<file path="config.mk">
export PLATFORM = sky130hd
export DESIGN_NAME = mc_store_loader
export DESIGN_NICKNAME = d
export VERILOG_FILES = /design/src/rtl/mc_store_pkg.sv /design/src/rtl/mc_byte_packer.sv /design/src/rtl/mc_store_loader.sv
export SDC_FILE = /design/constraint.sdc
export NUM_CORES = 1
export LEC_CHECK = 0
export ABC_AREA = 1
export CAP_MARGIN = 20
export CORE_MARGIN = 3
export CORE_UTILIZATION = 43
export DETAILED_ROUTE_END_ITERATION = 16
export MAX_ROUTING_LAYER = met4
export PLACE_DENSITY = 0.77
export SLEW_MARGIN = 20
export SYNTH_ARGS = -nofsm -noshare
export SYNTH_HDL_FRONTEND = slang
export SYNTH_SLANG_ARGS = --single-unit
</file>
<file path="constraint.sdc">
create_clock -name clk -period 1.55 [get_ports clk]
set_input_delay 0.155 -clock clk [delete_from_list [all_inputs] [get_ports clk]]
set_output_delay 0.155 -clock clk [all_outputs]
set_load 0.03 [all_outputs]
</file>
<file path="src/rtl/mc_store_pkg.sv">
// mc_store_pkg: shared types and constants for the microcode control-store loader.
//   - state_t         : loader FSM state enum
//   - MC_ADDR_W       : control-store address width
//   - MC_DATA_W       : control-store word width
//   - MC_BYTES_PER_WORD : host bytes packed per store word
//   - PIN_INACTIVE    : idle level of the active-low store pins
package mc_store_pkg;

    localparam int unsigned MC_ADDR_W         = 8;
    localparam int unsigned MC_DATA_W         = 64;
    localparam int unsigned MC_BYTES_PER_WORD = 8;

    localparam logic PIN_INACTIVE = 1'b1;

    typedef enum logic [2:0] {
        S_IDLE,
        S_COLLECT,
        S_SETUP,
        S_STROBE,
        S_HOLD,
        S_VERIFY,
        S_DONE
    } state_t;

endpackage

</file>
<file path="src/rtl/mc_byte_packer.sv">
// mc_byte_packer: collects host bytes into one little-endian store word.
//   i_clk, i_rst_n : clock, asynchronous active-low reset
//   i_accept       : a byte is taken this cycle
//   i_clear        : restart packing at byte 0 (new load)
//   i_byte         : host byte
//   o_word         : packed word (first byte in [7:0])
//   o_word_full    : the byte accepted this cycle completes the word
module mc_byte_packer
    import mc_store_pkg::*;
#(
    parameter int unsigned DATA_W = MC_DATA_W
) (
    input  logic              i_clk,
    input  logic              i_rst_n,
    input  logic              i_accept,
    input  logic              i_clear,
    input  logic [7:0]        i_byte,
    output logic [DATA_W-1:0] o_word,
    output logic              o_word_full
);

    localparam int unsigned BYTES = DATA_W / 8;
    localparam int unsigned CNT_W = $clog2(BYTES);
    localparam logic [CNT_W-1:0] LAST = CNT_W'(BYTES - 1);

    logic [CNT_W-1:0]  r_cnt;
    logic [DATA_W-1:0] r_word;

    // Shifting in from the top leaves the first byte at [7:0] once the
    // word is complete.
    always_ff @(posedge i_clk or negedge i_rst_n) begin
        if (!i_rst_n) begin
            r_cnt  <= '0;
            r_word <= '0;
        end else begin
            if (i_clear)
                r_cnt <= '0;
            else if (i_accept)
                r_cnt <= (r_cnt == LAST) ? '0 : r_cnt + CNT_W'(1);
            if (i_accept)
                r_word <= {i_byte, r_word[DATA_W-1:8]};
        end
    end

    assign o_word      = r_word;
    assign o_word_full = i_accept && (r_cnt == LAST);

endmodule

</file>
<file path="src/rtl/mc_store_loader.sv">
// mc_store_loader: packs host bytes into 64-bit words and writes them to the
// microcode control store at consecutive addresses, optionally reading each
// word back for comparison.
// Optional feature macro: MC_LOADER_VERIFY_EN (readback verify state/comparator).
// Ports:
//   clk, _reset              : clock, asynchronous active-low reset
//   start, base_addr, word_count : load request (sampled only when idle)
//   byte_valid, byte_data, byte_ready : host byte channel
//   busy, done               : load in progress / end-of-load pulse
//   verify_err, err_addr     : sticky readback mismatch flag and first bad address
//   _mc_cs, _mc_oe, _mc_w    : active-low store control pins
//   mc_addr, mc_wdata, mc_rdata : store address / write data / read data
module mc_store_loader
    import mc_store_pkg::*;
#(
    parameter int unsigned ADDR_W  = MC_ADDR_W,
    parameter int unsigned DATA_W  = MC_DATA_W,
    parameter int unsigned W_PULSE = 2,
    parameter int unsigned RD_WAIT = 1
) (
    input  logic              clk,
    input  logic              _reset,
    input  logic              start,
    input  logic [ADDR_W-1:0] base_addr,
    input  logic [ADDR_W:0]   word_count,
    input  logic              byte_valid,
    input  logic [7:0]        byte_data,
    output logic              byte_ready,
    output logic              busy,
    output logic              done,
    output logic              verify_err,
    output logic [ADDR_W-1:0] err_addr,
    output logic              _mc_cs,
    output logic              _mc_oe,
    output logic              _mc_w,
    output logic [ADDR_W-1:0] mc_addr,
    output logic [DATA_W-1:0] mc_wdata,
    input  logic [DATA_W-1:0] mc_rdata
);

    localparam int unsigned TMR_MAX = (W_PULSE > RD_WAIT + 1) ? W_PULSE : RD_WAIT + 1;
    localparam int unsigned TMR_W   = $clog2(TMR_MAX + 1);

    state_t              r_state, w_nxt;
    logic [TMR_W-1:0]    r_tmr;
    logic [ADDR_W-1:0]   r_addr;
    logic [ADDR_W:0]     r_count;
    logic                r_cs_n, r_w_n, r_byte_ready, r_busy, r_done;
    logic                w_accept, w_word_full, w_start, w_advance, w_last_word;

    assign w_accept    = byte_valid & r_byte_ready;
    assign w_start     = (r_state == S_IDLE) && start && (word_count != '0);
    assign w_last_word = (r_count == (ADDR_W+1)'(1));

    mc_byte_packer #(
        .DATA_W (DATA_W)
    ) u_packer (
        .i_clk       (clk),
        .i_rst_n     (_reset),
        .i_accept    (w_accept),
        .i_clear     (w_start),
        .i_byte      (byte_data),
        .o_word      (mc_wdata),
        .o_word_full (w_word_full)
    );

    always_comb begin
        w_nxt     = r_state;
        w_advance = 1'b0;
        case (r_state)
            S_IDLE:    if (start) w_nxt = (word_count == '0) ? S_DONE : S_COLLECT;
            S_COLLECT: if (w_word_full) w_nxt = S_SETUP;
            S_SETUP:   w_nxt = S_STROBE;
            S_STROBE:  if (r_tmr == '0) w_nxt = S_HOLD;
`ifdef MC_LOADER_VERIFY_EN
            S_HOLD:    w_nxt = S_VERIFY;
            S_VERIFY:  if (r_tmr == '0) w_advance = 1'b1;
`else
            S_HOLD:    w_advance = 1'b1;
            S_VERIFY:  w_nxt = S_IDLE;
`endif
            S_DONE:    w_nxt = S_IDLE;
            default:   w_nxt = S_IDLE;
        endcase
        if (w_advance)
            w_nxt = w_last_word ? S_DONE : S_COLLECT;
    end

    // Pin and status registers are loaded from the next state so every
    // output is a flop whose value matches the state it belongs to.
    always_ff @(posedge clk or negedge _reset) begin
        if (!_reset) begin
            r_state      <= S_IDLE;
            r_cs_n       <= PIN_INACTIVE;
            r_w_n        <= PIN_INACTIVE;
            r_byte_ready <= 1'b0;
            r_busy       <= 1'b0;
            r_done       <= 1'b0;
        end else begin
            r_state      <= w_nxt;
            r_cs_n       <= !(w_nxt inside {S_SETUP, S_STROBE, S_HOLD, S_VERIFY});
            r_w_n        <= (w_nxt == S_STROBE) ? ~PIN_INACTIVE : PIN_INACTIVE;
            r_byte_ready <= (w_nxt == S_COLLECT);
            r_busy       <= (w_nxt != S_IDLE);
            r_done       <= (w_nxt == S_DONE);
        end
    end

    // One down-counter times both the write strobe and the readback wait.
    always_ff @(posedge clk or negedge _reset) begin
        if (!_reset) begin
            r_tmr   <= '0;
            r_addr  <= '0;
            r_count <= '0;
        end else begin
            if (w_nxt == S_STROBE && r_state != S_STROBE)
                r_tmr <= TMR_W'(W_PULSE - 1);
            else if (w_nxt == S_VERIFY && r_state != S_VERIFY)
                r_tmr <= TMR_W'(RD_WAIT);
            else if (r_tmr != '0)
                r_tmr <= r_tmr - TMR_W'(1);

            if (w_start) begin
                r_addr  <= base_addr;
                r_count <= word_count;
            end else if (w_advance) begin
                r_addr  <= r_addr + ADDR_W'(1);
                r_count <= r_count - (ADDR_W+1)'(1);
            end
        end
    end

`ifdef MC_LOADER_VERIFY_EN
    logic              r_oe_n, r_verify_err;
    logic [ADDR_W-1:0] r_err_addr;
    logic              w_mismatch;

    assign w_mismatch = (r_state == S_VERIFY) && (r_tmr == '0) && (mc_rdata != mc_wdata);

    always_ff @(posedge clk or negedge _reset) begin
        if (!_reset) begin
            r_oe_n       <= PIN_INACTIVE;
            r_verify_err <= 1'b0;
            r_err_addr   <= '0;
        end else begin
            r_oe_n <= (w_nxt == S_VERIFY) ? ~PIN_INACTIVE : PIN_INACTIVE;
            if (w_start) begin
                r_verify_err <= 1'b0;
                r_err_addr   <= '0;
            end else if (w_mismatch && !r_verify_err) begin
                r_verify_err <= 1'b1;
                r_err_addr   <= r_addr;
            end
        end
    end

    assign _mc_oe     = r_oe_n;
    assign verify_err = r_verify_err;
    assign err_addr   = r_err_addr;
`else
    logic w_unused_rdata;
    assign w_unused_rdata = ^mc_rdata;

    assign _mc_oe     = PIN_INACTIVE;
    assign verify_err = 1'b0;
    assign err_addr   = '0;
`endif

    assign _mc_cs     = r_cs_n;
    assign _mc_w      = r_w_n;
    assign mc_addr    = r_addr;
    assign byte_ready = r_byte_ready;
    assign busy       = r_busy;
    assign done       = r_done;

endmodule

</file>
Yosys cells after proc, flatten, opt, wreduce, memory -nomap -nowiden
Index checks and enable logic that the tools add are counted.
Cells by class
  add/subtract/negate cells: 4
  mux-type cells: 19
  bitwise gates (word level): 1
  equal/unequal tests: 14
  reduce and logical (&&, ||, !) cells: 16
Operators by type and width (number)
  3-bit 2-to-1 mux: 9
  9-bit 2-to-1 mux: 2
  8-bit 2-to-1 mux: 2
  3-bit == test, second input constant: 5
  3-bit one-hot mux with 5 select lines: 1
  3-bit by 2-bit == test with 1-bit output, second input constant: 4
  9-bit by 1-bit == test with 1-bit output, second input constant: 1
  9-bit zero test: 1
  9-bit nonzero test: 1
  9-bit by 1-bit subtractor with 9-bit output, second input constant: 1
  8-bit by 1-bit adder with 8-bit output, second input constant: 1
  3-bit by 1-bit == test with 1-bit output, second input constant: 2
  2-bit 2-to-1 mux: 3
  2-bit nonzero test: 3
  3-bit nonzero test: 2
  1-bit logical AND: 5
  4-bit nonzero test: 1
  3-bit by 1-bit adder with 3-bit output, second input constant: 1
  3-bit zero test: 1
  3-bit by 2-bit != test with 1-bit output, second input constant: 1
  3-bit != test, second input constant: 1
  2-bit zero test: 1
  1-bit 2-to-1 mux: 2
  2-bit by 1-bit subtractor with 2-bit output, second input constant: 1
  other kinds (2): 2
Storage, ports and cells
  bits of input ports: 93
  output and inout port bits: 87
  bits in registers: 94
  word-level logic and storage cells: 65

Depth between registers and ports, before layout
  depth in word-level cells: 9
  gate-level depth with buffers: 9
  mapped depth without buffers: 9

Modules after synthesis
Synthesis repeated with hierarchy kept, for this count alone.
Unflattened totals
  cell total of the unflattened synthesis: 531
  area, all modules: 4352.9 µm²
By module, submodules not included
  mc_byte_packer: seq. area each 1676.6 µm², cells an instance 282, area an instance 2590.0 µm², times used 1
  mc_store_loader: seq. area each 678.2 µm², cells an instance 249, area an instance 1762.9 µm², times used 1

Least setup slack after synthesis
OpenSTA, ideal clock, no wires.
  path type: register to register
  start: reg r_addr[0] (netlist: mc_addr[0])
  end: reg r_addr[6] (netlist: mc_addr[6])
  data arrival time: 1.318 ns
  clock period less this slack: 1.435 ns
  library setup time: 0.117 ns
  setup slack: 0.115 ns
  path buffers: 0
  data required time: 1.433 ns
  cell stages (with the launch flop): 9
  path through: dfrtp_1 ha_1 nand3_1 nor2_1 nand2_1 nand2_1 nand2_1 nor2_1 nor2_1
Between the ends
  longest elaborated chain between the ends: 3
Ends and longest elaborated chain
  start: declaration: line mc_store_loader.sv:46  | logic [ADDR_W-1:0] r_addr;
  start signal: assignment: line mc_store_loader.sv:124  | r_addr <= base_addr;
  start signal: assignment: line mc_store_loader.sv:127  | r_addr <= r_addr + ADDR_W'(1);
  8-bit by 1-bit adder with 8-bit output: line mc_store_loader.sv:127
  8-bit 2-to-1 mux: line mc_store_loader.sv:126  | end else if (w_advance) begin
  8-bit 2-to-1 mux: line mc_store_loader.sv:123  | if (w_start) begin
Every way passes these cells. The select of a mux whose other input is x is not followed.
A chain may end at the register's enable or synchronous reset.

Final worst setup path
  start: reg r_byte_ready (netlist: byte_ready)
  end: out byte_ready
RTL lines
  start: declaration: line mc_store_loader.sv:48  | logic r_cs_n, r_w_n, r_byte_ready, r_busy, r_done;
  start signal: assignment: line mc_store_loader.sv:103  | r_byte_ready <= (w_nxt == S_COLLECT);
  end: declaration: line mc_store_loader.sv:28  | output logic byte_ready,
No word-level cell between the ends.

==> out/metrics.csv <==
stage;metric;value;unit
run_status;status;completed;
yosys;Primary FF master, synth;dfrtp_1;
timing;Final Max Slew Viols;0;
timing;Tmin final;1.47;ns
timing;Setup WS post-layout;0.0823;ns
worst_setup_path;worst path required time;1.39;ns
clock_tree;Max H-tree Level;3;
yosys;area leader, netlist;dfrtp_1;
timing;RSZ-0062 raised after global routing;false;
worst_setup_path;WP data arrival;1.31;ns
timing;worst clock skew;0.0138;ns
worst_setup_path;Critical path buffers and inverters;1;
timing;final setup vio count;0;
layout;Antenna diodes;0;
routing;DRC;0;
timing;Max Freq;0.681;GHz
yosys;synth warn;0;
yosys;Synth area leaders;dfrtp_1 (53%), nand2_1 (9.1%), inv_1 (6.2%);
min_path;HP Class;input pin to asynchronous set/reset pin;
worst_setup_path;Setup CP Type;flip-flop to output port;
layout;Final Cell Area;5730;sq um
place;IO buf count;105;
yosys;syn_area_per_cell;8.51;sq um
yosys;EDFF count, synth;0;
yosys;register bit count reported by yosys;94;
yosys;sequential element share of the synthesized area;54.6;%
floorplan;# rows;35;
clock_tree;CTS clk-pin slew, worst paths;0.11;ns
routing;drt total wl;9440;um
layout;area grow syn2layout;32.8;%
routing;drt pass-1 iters;4;
yosys;ys async rst share;100;%
worst_setup_path;Critical Path Source;byte_ready$_DFF_PN0_;
floorplan;Core ar.;9500;sq um
routing;DRT iter0 DRCs;163;
routing;routed via count;3575;
timing;Fin. Hold Viols;0;
clock_tree;Post-CTS Setup Inserts;0;
grt;GRT overflow;0;
power_and_ir_drop;Lkg Pwr;0.00306;uW
timing;fin crit share;94.7;%
yosys;post-synth cell types;32;
floorplan;die area;11300;sq um
timing;final setup TNS;0;ns
clock_tree;clock latency on the worst-skew pair;0.36;ns
worst_setup_path;FF-to-FF path depth;7;
power_and_ir_drop;worst vdd ir;0.931;mV
power_and_ir_drop;sequential share of power;36.6;%
yosys;post-synthesis instance area;4310;sq um
worst_setup_path;critical-path maximum fanout;5;
worst_setup_path;CP max stage delay;0.51;ns
worst_setup_path;crit-path leading delay family;flip-flops;
routing;post-route ant nets;0;
flow_run;max cap viols;0;
floorplan;die height;106;um
grt;vias in the first global route;3447;
clock_tree;Num Clock Sinks;94;
yosys;most frequent cell after synthesis;nand2_1;
floorplan;I/O Pins;180;
grt;first-pass GRT wire length;16000;um
place;DP HPWL;7250;um
worst_setup_path;Reg2Reg Setup Slack;0.12;ns
clock_tree;CTS max path bufs;2;
layout;fillcell total;871;
power_and_ir_drop;Int Pwr;6350;uW
yosys;top cell type's share of synthesized area;53.4;%
yosys;commonest cells in the synthesized netlist;nand2_1 (105), dfrtp_1 (92), inv_1 (71);
worst_setup_path;Crit. End Element;output port;
routing;vias per cell;4.72;
power_and_ir_drop;Sw Share;48.0;%
grt;largest net degree at the start of global routing;68;
grt;initial antenna violation count;0;
clock_tree;TritonCTS buffer count;9;
grt;gr usage total;18.1;%
worst_setup_path;R2R Path Start;r_state[1]$_DFF_PN0_;
worst_setup_path;Worst Setup Start Kind;flip-flop;
place;DP Worst Slack;-0.187;ns
worst_setup_path;Crit-path slowest cell;dfrtp_1;
place;placed standard-cell area;5550;sq um
layout;nets@finish;723;
power_and_ir_drop;Gate power share;50.7;%
power_and_ir_drop;Power per Cell Area;2130;nW/um^2
floorplan;effective utilization at floorplan;45.4;%
layout;final core area utilization;60.3;%
clock_tree;Root Buffer;clkbuf_8;
yosys;post-synthesis cell count;507;
power_and_ir_drop;Switching Power;5870;uW
worst_setup_path;Worst R2R End;r_count[1]$_DFFE_PN0P_;
worst_setup_path;critical-path cell list;dlygate4sd2_1;
place;final estimated routing congestion in global placement;0.835;
layout;layout cell share with drive strength beyond 1;11.4;%
power_and_ir_drop;clock share of power;12.7;%
floorplan;die width;106;um
clock_tree;CTS tree;built;
routing;routed len/inst;12.5;um
[power groups by stage]
stage | sequential [uW] | clock [uW] | combinational, uW
final | 4470 | 1550 | 6200
after CTS | 4470 | 1590 | 6260
after global placement | 4500 | 0 | 6660
after floorplan | 6310 | 0 | 2180
after detailed placement | 4550 | 0 | 6840
after global routing | 4650 | 1700 | 6810
[stage by stage]
stage | hold slack, ns | std cells | total power, uW
after floorplan | -0.141 | 515 | 8490
after global placement | 0.0564 | 741 | 11200
after detailed placement | 0.0597 | 741 | 11400
after CTS | 0.215 | 758 | 12300
after global routing | 0.228 | 758 | 13200
final | 0.211 | 758 | 12200
[cell usage in the layout, fill, tap and decap left out, drive strengths merged, types with 6 or more instances in the layout]
cell type | netlist | final
nand2 | 109 | 109
dfrtp | 92 | 92
inv | 74 | 78
nor2 | 70 | 70
dlygate4sd2 | 0 | 68
a21oi | 39 | 39
o21ai | 38 | 38
clkdlybuf4s50 | 0 | 27
nand3 | 27 | 27
buf | 25 | 21
conb | 2 | 10
clkbuf | 3 | 9
dlymetal6s2s | 0 | 9
nand4 | 6 | 6
ha | 6 | 6
[how the worst max path moves through the flow]
stage                                   endpoint  slack [ns]  depth (start not counted)
after global placement    r_count[1]$_DFFE_PN0P_       -0.14                          9
after detailed placement  mc_addr[6]$_DFFE_PN0P_       -0.19                          8
after floorplan           mc_addr[6]$_DFFE_PN0P_        0.11                          8
final                                 byte_ready        0.08                          1
after CTS                           mc_wdata[12]       0.001                          1
after global routing              busy$_DFF_PN0_       0.004                          9
[layer usage]
layer	up-vias	wire [um]	track usage [%]
li1	1800	-	-
met1	1660	4310	23.8
met2	105	4460	28.8
met3	10	566	3.52
met4	0	103	4.72
met5	-	0	-
[flip-flops by register name, indices dropped and copies added, names as in the netlist]
register         flops
_mc_cs               1
_mc_w                1
busy                 1
byte_ready           1
done                 1
mc_addr              8
r_count              9
r_state              3
r_tmr                2
u_packer.o_word     64
u_packer.r_cnt       3
[repair_timing]
| action | 4_1_cts | 5_1_grt |
|---|---|---|
| hold buffers | 1 | 0 |
| gates cloned | 0 | 0 |
| hold endpoints to repair | 27 | 0 |
| setup endpoints to repair | 68 | 23 |
| resized for setup | 68 | 19 |
| pin swaps | 0 | 5 |
[layout make-up]
class	count	area, sq um	share of cell area, %
Sequential cell	94	2360	41.2
Tap cell	129	161	2.82
Inverter	74	278	4.85
Timing Repair Buffer	126	1170	20.5
Multi-Input combinational cell	319	1570	27.4
Clock buffer	9	124	2.16
Clock inverter	7	65.1	1.14
[kinds of logic (layout without fill, tap and decap cells)]
family	after synthesis	in the layout	share of synthesized area, %
AOI/OAI and AO/OA	79	79	9.72
buffers and inverters	102	216	10.8
and+or+nand+nor	220	220	22.1
xor gates and xnor gates	2	2	0.406
muxes	2	2	0.522
other	2	10	0.174
DFF	94	94	54.6
adders and majority gates	6	6	1.74
(Power assumes the default switching activity.)
==> patch 1 (same flow settings) <==
Add a define of `MC_LOADER_VERIFY_EN`.
--- a/src/rtl/mc_store_loader.sv
+++ b/src/rtl/mc_store_loader.sv
@@ -10,6 +10,8 @@
 //   verify_err, err_addr     : sticky readback mismatch flag and first bad address
 //   _mc_cs, _mc_oe, _mc_w    : active-low store control pins
 //   mc_addr, mc_wdata, mc_rdata : store address / write data / read data
+`define MC_LOADER_VERIFY_EN
+
 module mc_store_loader
     import mc_store_pkg::*;
 #(
Function: no difference found for any inputs over 10 cycles, from zero or initial values and one cycle with _reset low; that may be too few to reach the edited logic, so the function may still have changed.
==> patch 1 against the original RTL <==
  * The flow now finishes with violations (setup timing)
  * Design area increased by 55%
  * Maximum frequency decreased by 10%
  * Total power increased by 37%
  * Area after synthesis increased by 31%
  * Setup slack got worse by 0.17 ns
  * Sequential cell count increased by 10
  * Sequential share of layout area decreased by 11 points
  * Wire length increased by 72%
  * Core utilization increased by 9.3 points
  * Critical endpoint is now verify_err$_DFFE_PN0P_
==> patch 1: results (changes against the original RTL) <==
status=finished with violations; failing checks=setup timing; max reg flops=64 (unchanged); vias in the first global route=5,575 (+62%); drt first pass iters=4 (unchanged); largest net degree at the start of global routing=51 (-25%); Critical Path AT=1.86 ns (+0.55 ns); global-route wire length before repair=25.6 mm (+60%); DR vias=5,733 (+60%); Synth cell types=37 (+16%); Clk pin slew, worst setup/hold paths=0.07 ns (-0.04 ns); Placed Cells=1,203 (+62%); Clock Skews=0.00823 ns (-0.00554 ns); gr usage total=22.8% (+4.7 points); met1 Use GR=27.1% (+3.3 points); dpl hpwl=12.0 mm (+66%); Final GP Congestion=0.902 (+8.0%); Rel. slew slack=~73%; CP startpoint kind=flip-flop; Max H-tree Level=3 (unchanged); final setup fails=11 (+11); leakage power=4.66 nW (+52%); Ys Warns=0 (unchanged); Reg2Reg Depth=11 (+4); Area contributors post-synth=dfrtp_1 45%, nand2_1 19%, inv_1 9.0%, o21ai_0 5.8%, nor2_1 4.8%; synth cell count leaders=286 x nand2_1, 135 x inv_1, 101 x dfrtp_1; setup ws final=-0.0850 ns (-0.167 ns); synthesized net count=between 800 and 900; met3 GRT Util=6.13% (+2.6 points); PortBufs=179 (+70%); Max FO, Critical Path=6 (+1); Critical R2R Launch=u_packer.o_word[63]$_DFFE_PN0N_; n_diodes=0 (unchanged); average routed wire per standard cell=13.2 µm (+5.8%); Hold WS=0.300 ns (+0.0885 ns); worst r2r dst=verify_err$_DFFE_PN0P_; initial antenna violation count=0 (unchanged); DRT iter0 DRCs=308 (+89%); ys async rst share=100% (unchanged); number of buffers created by CTS=9 (unchanged); Worst VDD drop=0.913 mV (-2.0%); Vias/cell=4.66 (-1.3%); Root Driver=clkbuf_16; grt met2 use=37.9% (+9.1 points); Post-DP Area=0.00829 mm² (+49%); share of cells above drive strength 1=19.2% (+7.7 points); Seq/Total Area, Yosys=46.1% (-8.5 points); Post-Syn Area per Cell=7.18 µm² (-16%)
[patch 1: changes by cell type in the layout (fill, tap and decap cells not counted), moves of 12 or more]
| cell | delta |
|---|---|
| inv_1 | +51 |
| nand3_1 | -12 |
| clkdlybuf4s50_1 | +65 |
| xor2_1 | +16 |
| a21oi_1 | -29 |
| nand2_1 | +175 |
| o21ai_0 | +30 |
| buf_4 | +66 |
| dlygate4sd2_1 | +17 |
| dfrtp_2 | +19 |
[patch 1: how the worst max path moves through the flow]
| stage | end | slack (ns) | cells past startpoint |
|---|---|---|---|
| 6_report | verify_err$_DFFE_PN0P_ | -0.08 | 11 |
| 5_1_grt | err_addr[7]$_DFFE_PN0P_ | -0.16 | 12 |
| 4_1_cts | verify_err$_DFFE_PN0P_ | -0.04 | 9 |
| 3_5_place_dp | verify_err$_DFFE_PN0P_ | -0.47 | 12 |
| 3_3_place_gp | verify_err$_DFFE_PN0P_ | -0.43 | 12 |
| 2_1_floorplan | verify_err$_DFFE_PN0P_ | 0.003 | 11 |
[patch 1: logic make-up after synthesis]
group | after synthesis | share of synthesized area [%]
buffers and inverters | 157 | 10.7
adders and majority gates | 6 | 1.33
DFF | 104 | 46.1
xor gates and xnor gates | 22 | 3.41
AOI/OAI and AO/OA | 92 | 8.96
and+or+nand+nor | 407 | 29.6
[patch 1: area by class of cell]
type	instances	area (µm²)
well taps	172	215
fillers	1098	3870
repair buffers	272	2470
clock inverters	4	76.3
multi-input cells	529	2680
inverters	138	526
clock buffers	12	256
flip-flops and latches	104	2630
[patch 1: critical path, stage by stage (launching register included)]
cell and delay [ns]:
dfrtp_1 0.40, inv_2 0.05, nand2_1 0.05, nand2_1 0.05, nor2_1 0.12, nand2_1 0.08, nor2_2 0.14, nand2_2 0.10
nor2_4 0.20, nand2_4 0.12, nand3_4 0.12, o21ai_1 0.09
[patch 1: timing repair]
action / CTS / global route
hold buffers: 1 / 0
endpoints found under the setup margin: 102 / 24
pin swaps: 15 / 25
endpoints found under the hold margin: 24 / 0
resized for setup: 109 / 50
buffers inserted: 2 / 7
gates cloned: 2 / 0
[patch 1: through the flow]
stage          util [%]  setup TNS [ns]  worst slack (ns)
2_1_floorplan         -               0           0.00276
5_1_grt            69.6           -1.66            -0.159
4_1_cts            68.1          -0.227           -0.0378
3_3_place_gp       65.2           -4.40            -0.435
3_5_place_dp       65.2           -5.07            -0.466
6_report           69.6          -0.608           -0.0850
[patch 1: report_power, final]
group	switching [W]	leakage, nW	internal, W
Sequential	0.00107	1.30	0.00397
Combinational	0.00542	3.21	0.00370
Clock	0.00103	0.159	0.00151
[patch 1: layer usage]
metal  wire (µm)  up-vias
met3         986       22
met1        6900     2597
met4         312        0
met5           0        -
li1            -     2951
met2        8020      163
==> patch 2 (same flow settings) <==
Without the edit above. The parameter `W_PULSE` goes from 2 to 4.
--- a/src/rtl/mc_store_loader.sv
+++ b/src/rtl/mc_store_loader.sv
@@ -15,7 +15,7 @@
 #(
     parameter int unsigned ADDR_W  = MC_ADDR_W,
     parameter int unsigned DATA_W  = MC_DATA_W,
-    parameter int unsigned W_PULSE = 2,
+    parameter int unsigned W_PULSE = 4,
     parameter int unsigned RD_WAIT = 1
 ) (
     input  logic              clk,
Check against the original RTL: no difference found for any inputs over 10 cycles, from zero or initial values and one cycle with _reset low; that may be too few to reach the edited logic, so the function may still have changed.
==> patch 2 against the original RTL <==
  * Setup slack got worse by 0.046 ns
  * Count of clock-buffer cells in the layout unchanged
  * Sequential cell count up 1
  * Combinational power increased by 1%
  * Non-clock buffer count up 4
  * Area after synthesis increased by 0.23%
  * Design area increased by 0.33%
  * Sequential power hardly changed
  * Wire length shrank 0.41%
  * Global-route usage decreased by 0.52 points
  * Synthesized cell count shrank 1.6%
  * Total power rose by 0.41%
==> patch 2: results (changes against the original RTL) <==
leakage power=3.01 nW (-1.9%); gr usage total=17.5% (-0.52 points); initial antenna violation count=0 (unchanged); Seq/Total Area, Yosys=55.1% (+0.45 points); Clock Skews=0.00768 ns (-0.00609 ns); pre-CTS setup slack=-0.129 ns (+0.0580 ns); top routing layer in use=met4; met2 WL post-DR=4.60 mm (+3.1%); average routed wire per standard cell=12.5 µm (+0.12%); Worst VDD drop=0.903 mV (-3.0%); ys async rst share=100% (unchanged); Ys Warns=0 (unchanged); worst hold path class=primary input to async pin; drt first pass iters=4 (unchanged); DR WL met3=599 µm (+5.8%); largest net degree at the start of global routing=35 (-49%); n_diodes=0 (unchanged); Root Driver=clkbuf_8; dpl hpwl=7.22 mm (-0.41%); vias in the first global route=3,410 (-1.1%); slowest CP cell=dfrtp_1; Synth cell types=34 (+6.3%); Critical Path AT=1.77 ns (+0.46 ns); number of buffers created by CTS=9 (unchanged); PortBufs=105 (unchanged); Clock Latency Late Sink=about 0.35 ns; leading register cell type out of synthesis=dfrtp_1; Critical Path Max Stage Delay=0.42 ns (-0.09 ns); clock buffer depth=2 (unchanged); Final GP Congestion=0.853 (+2.2%); M1 wire length=4.13 mm (-4.4%); max reg flops=64 (unchanged); status=completed; Max FO, Critical Path=25 (+20); DRT iter0 DRCs=92 (-44%); synth cell count leaders=93 x dfrtp_1, 90 x nand2_1, 70 x inv_1; Post-DP Area=0.00557 mm² (+0.34%); Reg2Reg Depth=7 (unchanged); Max H-tree Level=3 (unchanged); share of cells above drive strength 1=11.5% (+0.073 points); global-route wire length before repair=15.7 mm (-2.1%); Clk pin slew, worst setup/hold paths=0.10 ns; DR vias=3,535 (-1.1%); Area contributors post-synth=dfrtp_1 54%, nand2_1 7.8%, inv_1 6.1%, nor2_1 5.2%, a21oi_1 4.3%; fin nets=720 (-0.41%)
## patch 2: through the flow
stage          instances  setup TNS [ns]
2_1_floorplan        507               0
3_5_place_dp         732          -0.747
4_1_cts              749               0
3_3_place_gp         732          -0.458
5_1_grt              754        -0.00454
6_report             754               0
## patch 2: routing by layer
layer / up-vias / global-route usage [%]
met3: 12 / 3.70
met1: 1640 / 22.0
met2: 103 / 28.6
li1: 1780 / -
met5: - / -
met4: 0 / 5.64
## patch 2: final cells by class
| class | instances | area, µm² |
|---|---|---|
| Multi-Input combinational cell | 312 | 1550 |
| Clock inverter | 7 | 61.3 |
| Tap cell | 129 | 161 |
| Fill cell | 886 | 3760 |
| Sequential cell | 95 | 2380 |
| Timing Repair Buffer | 130 | 1200 |
| Clock buffer | 9 | 124 |
| Inverter | 72 | 270 |
## patch 2: cells by family (layout without fill, tap and decap cells)
logic type | count (synthesis) | after routing | share of synthesized area [%]
buffers and inverters | 100 | 218 | 10.5
muxes | 2 | 2 | 0.521
xor gates and xnor gates | 6 | 6 | 1.22
AOI/OAI and AO/OA | 77 | 77 | 9.44
and+or+nand+nor | 210 | 210 | 21.1
DFF | 95 | 95 | 55.1
adders and majority gates | 7 | 7 | 2.03
other | 2 | 10 | 0.174
## patch 2: worst paths after layout
path	from	end	slack, ns
setup / recovery	r_state[1]$_DFF_PN0_	r_count[3]$_DFFE_PN0P_	0.04
hold / removal	_reset	u_packer.o_word[1]$_DFFE_PN0N_	0.28
setup reg to reg	r_state[1]$_DFF_PN0_	r_count[3]$_DFFE_PN0P_	0.04
hold reg to reg	u_packer.o_word[6]$_DFFE_PN0N_	u_packer.o_word[6]$_DFFE_PN0N_	0.49
max in group asynchronous	_reset	mc_addr[4]$_DFFE_PN0P_	0.74
min in group clk	byte_data[1]	u_packer.o_word[57]$_DFFE_PN0N_	0.37
## patch 2: critical path: cells and delay by family, from the launching register on
kind / cells / cell delay [ns]
AOI/OAI and AO/OA: 1 / 0.19
buffers and inverters: 2 / 0.20
DFF: 1 / 0.42
and+or+nand+nor: 4 / 0.60
## patch 2: timing repair
item,4_1_cts,5_1_grt
hold endpoints to repair,28,0
hold buffers,1,0
endpoints found under the setup margin,72,10
resized for setup,72,15
buffers inserted,0,5
pin swaps,0,4
## patch 2: power by group
group / internal [W] / switching [W]
clock: 0.000614 / 0.000916
sequential: 0.00365 / 0.000824
combinational: 0.00214 / 0.00412
total: 0.00641 / 0.00586
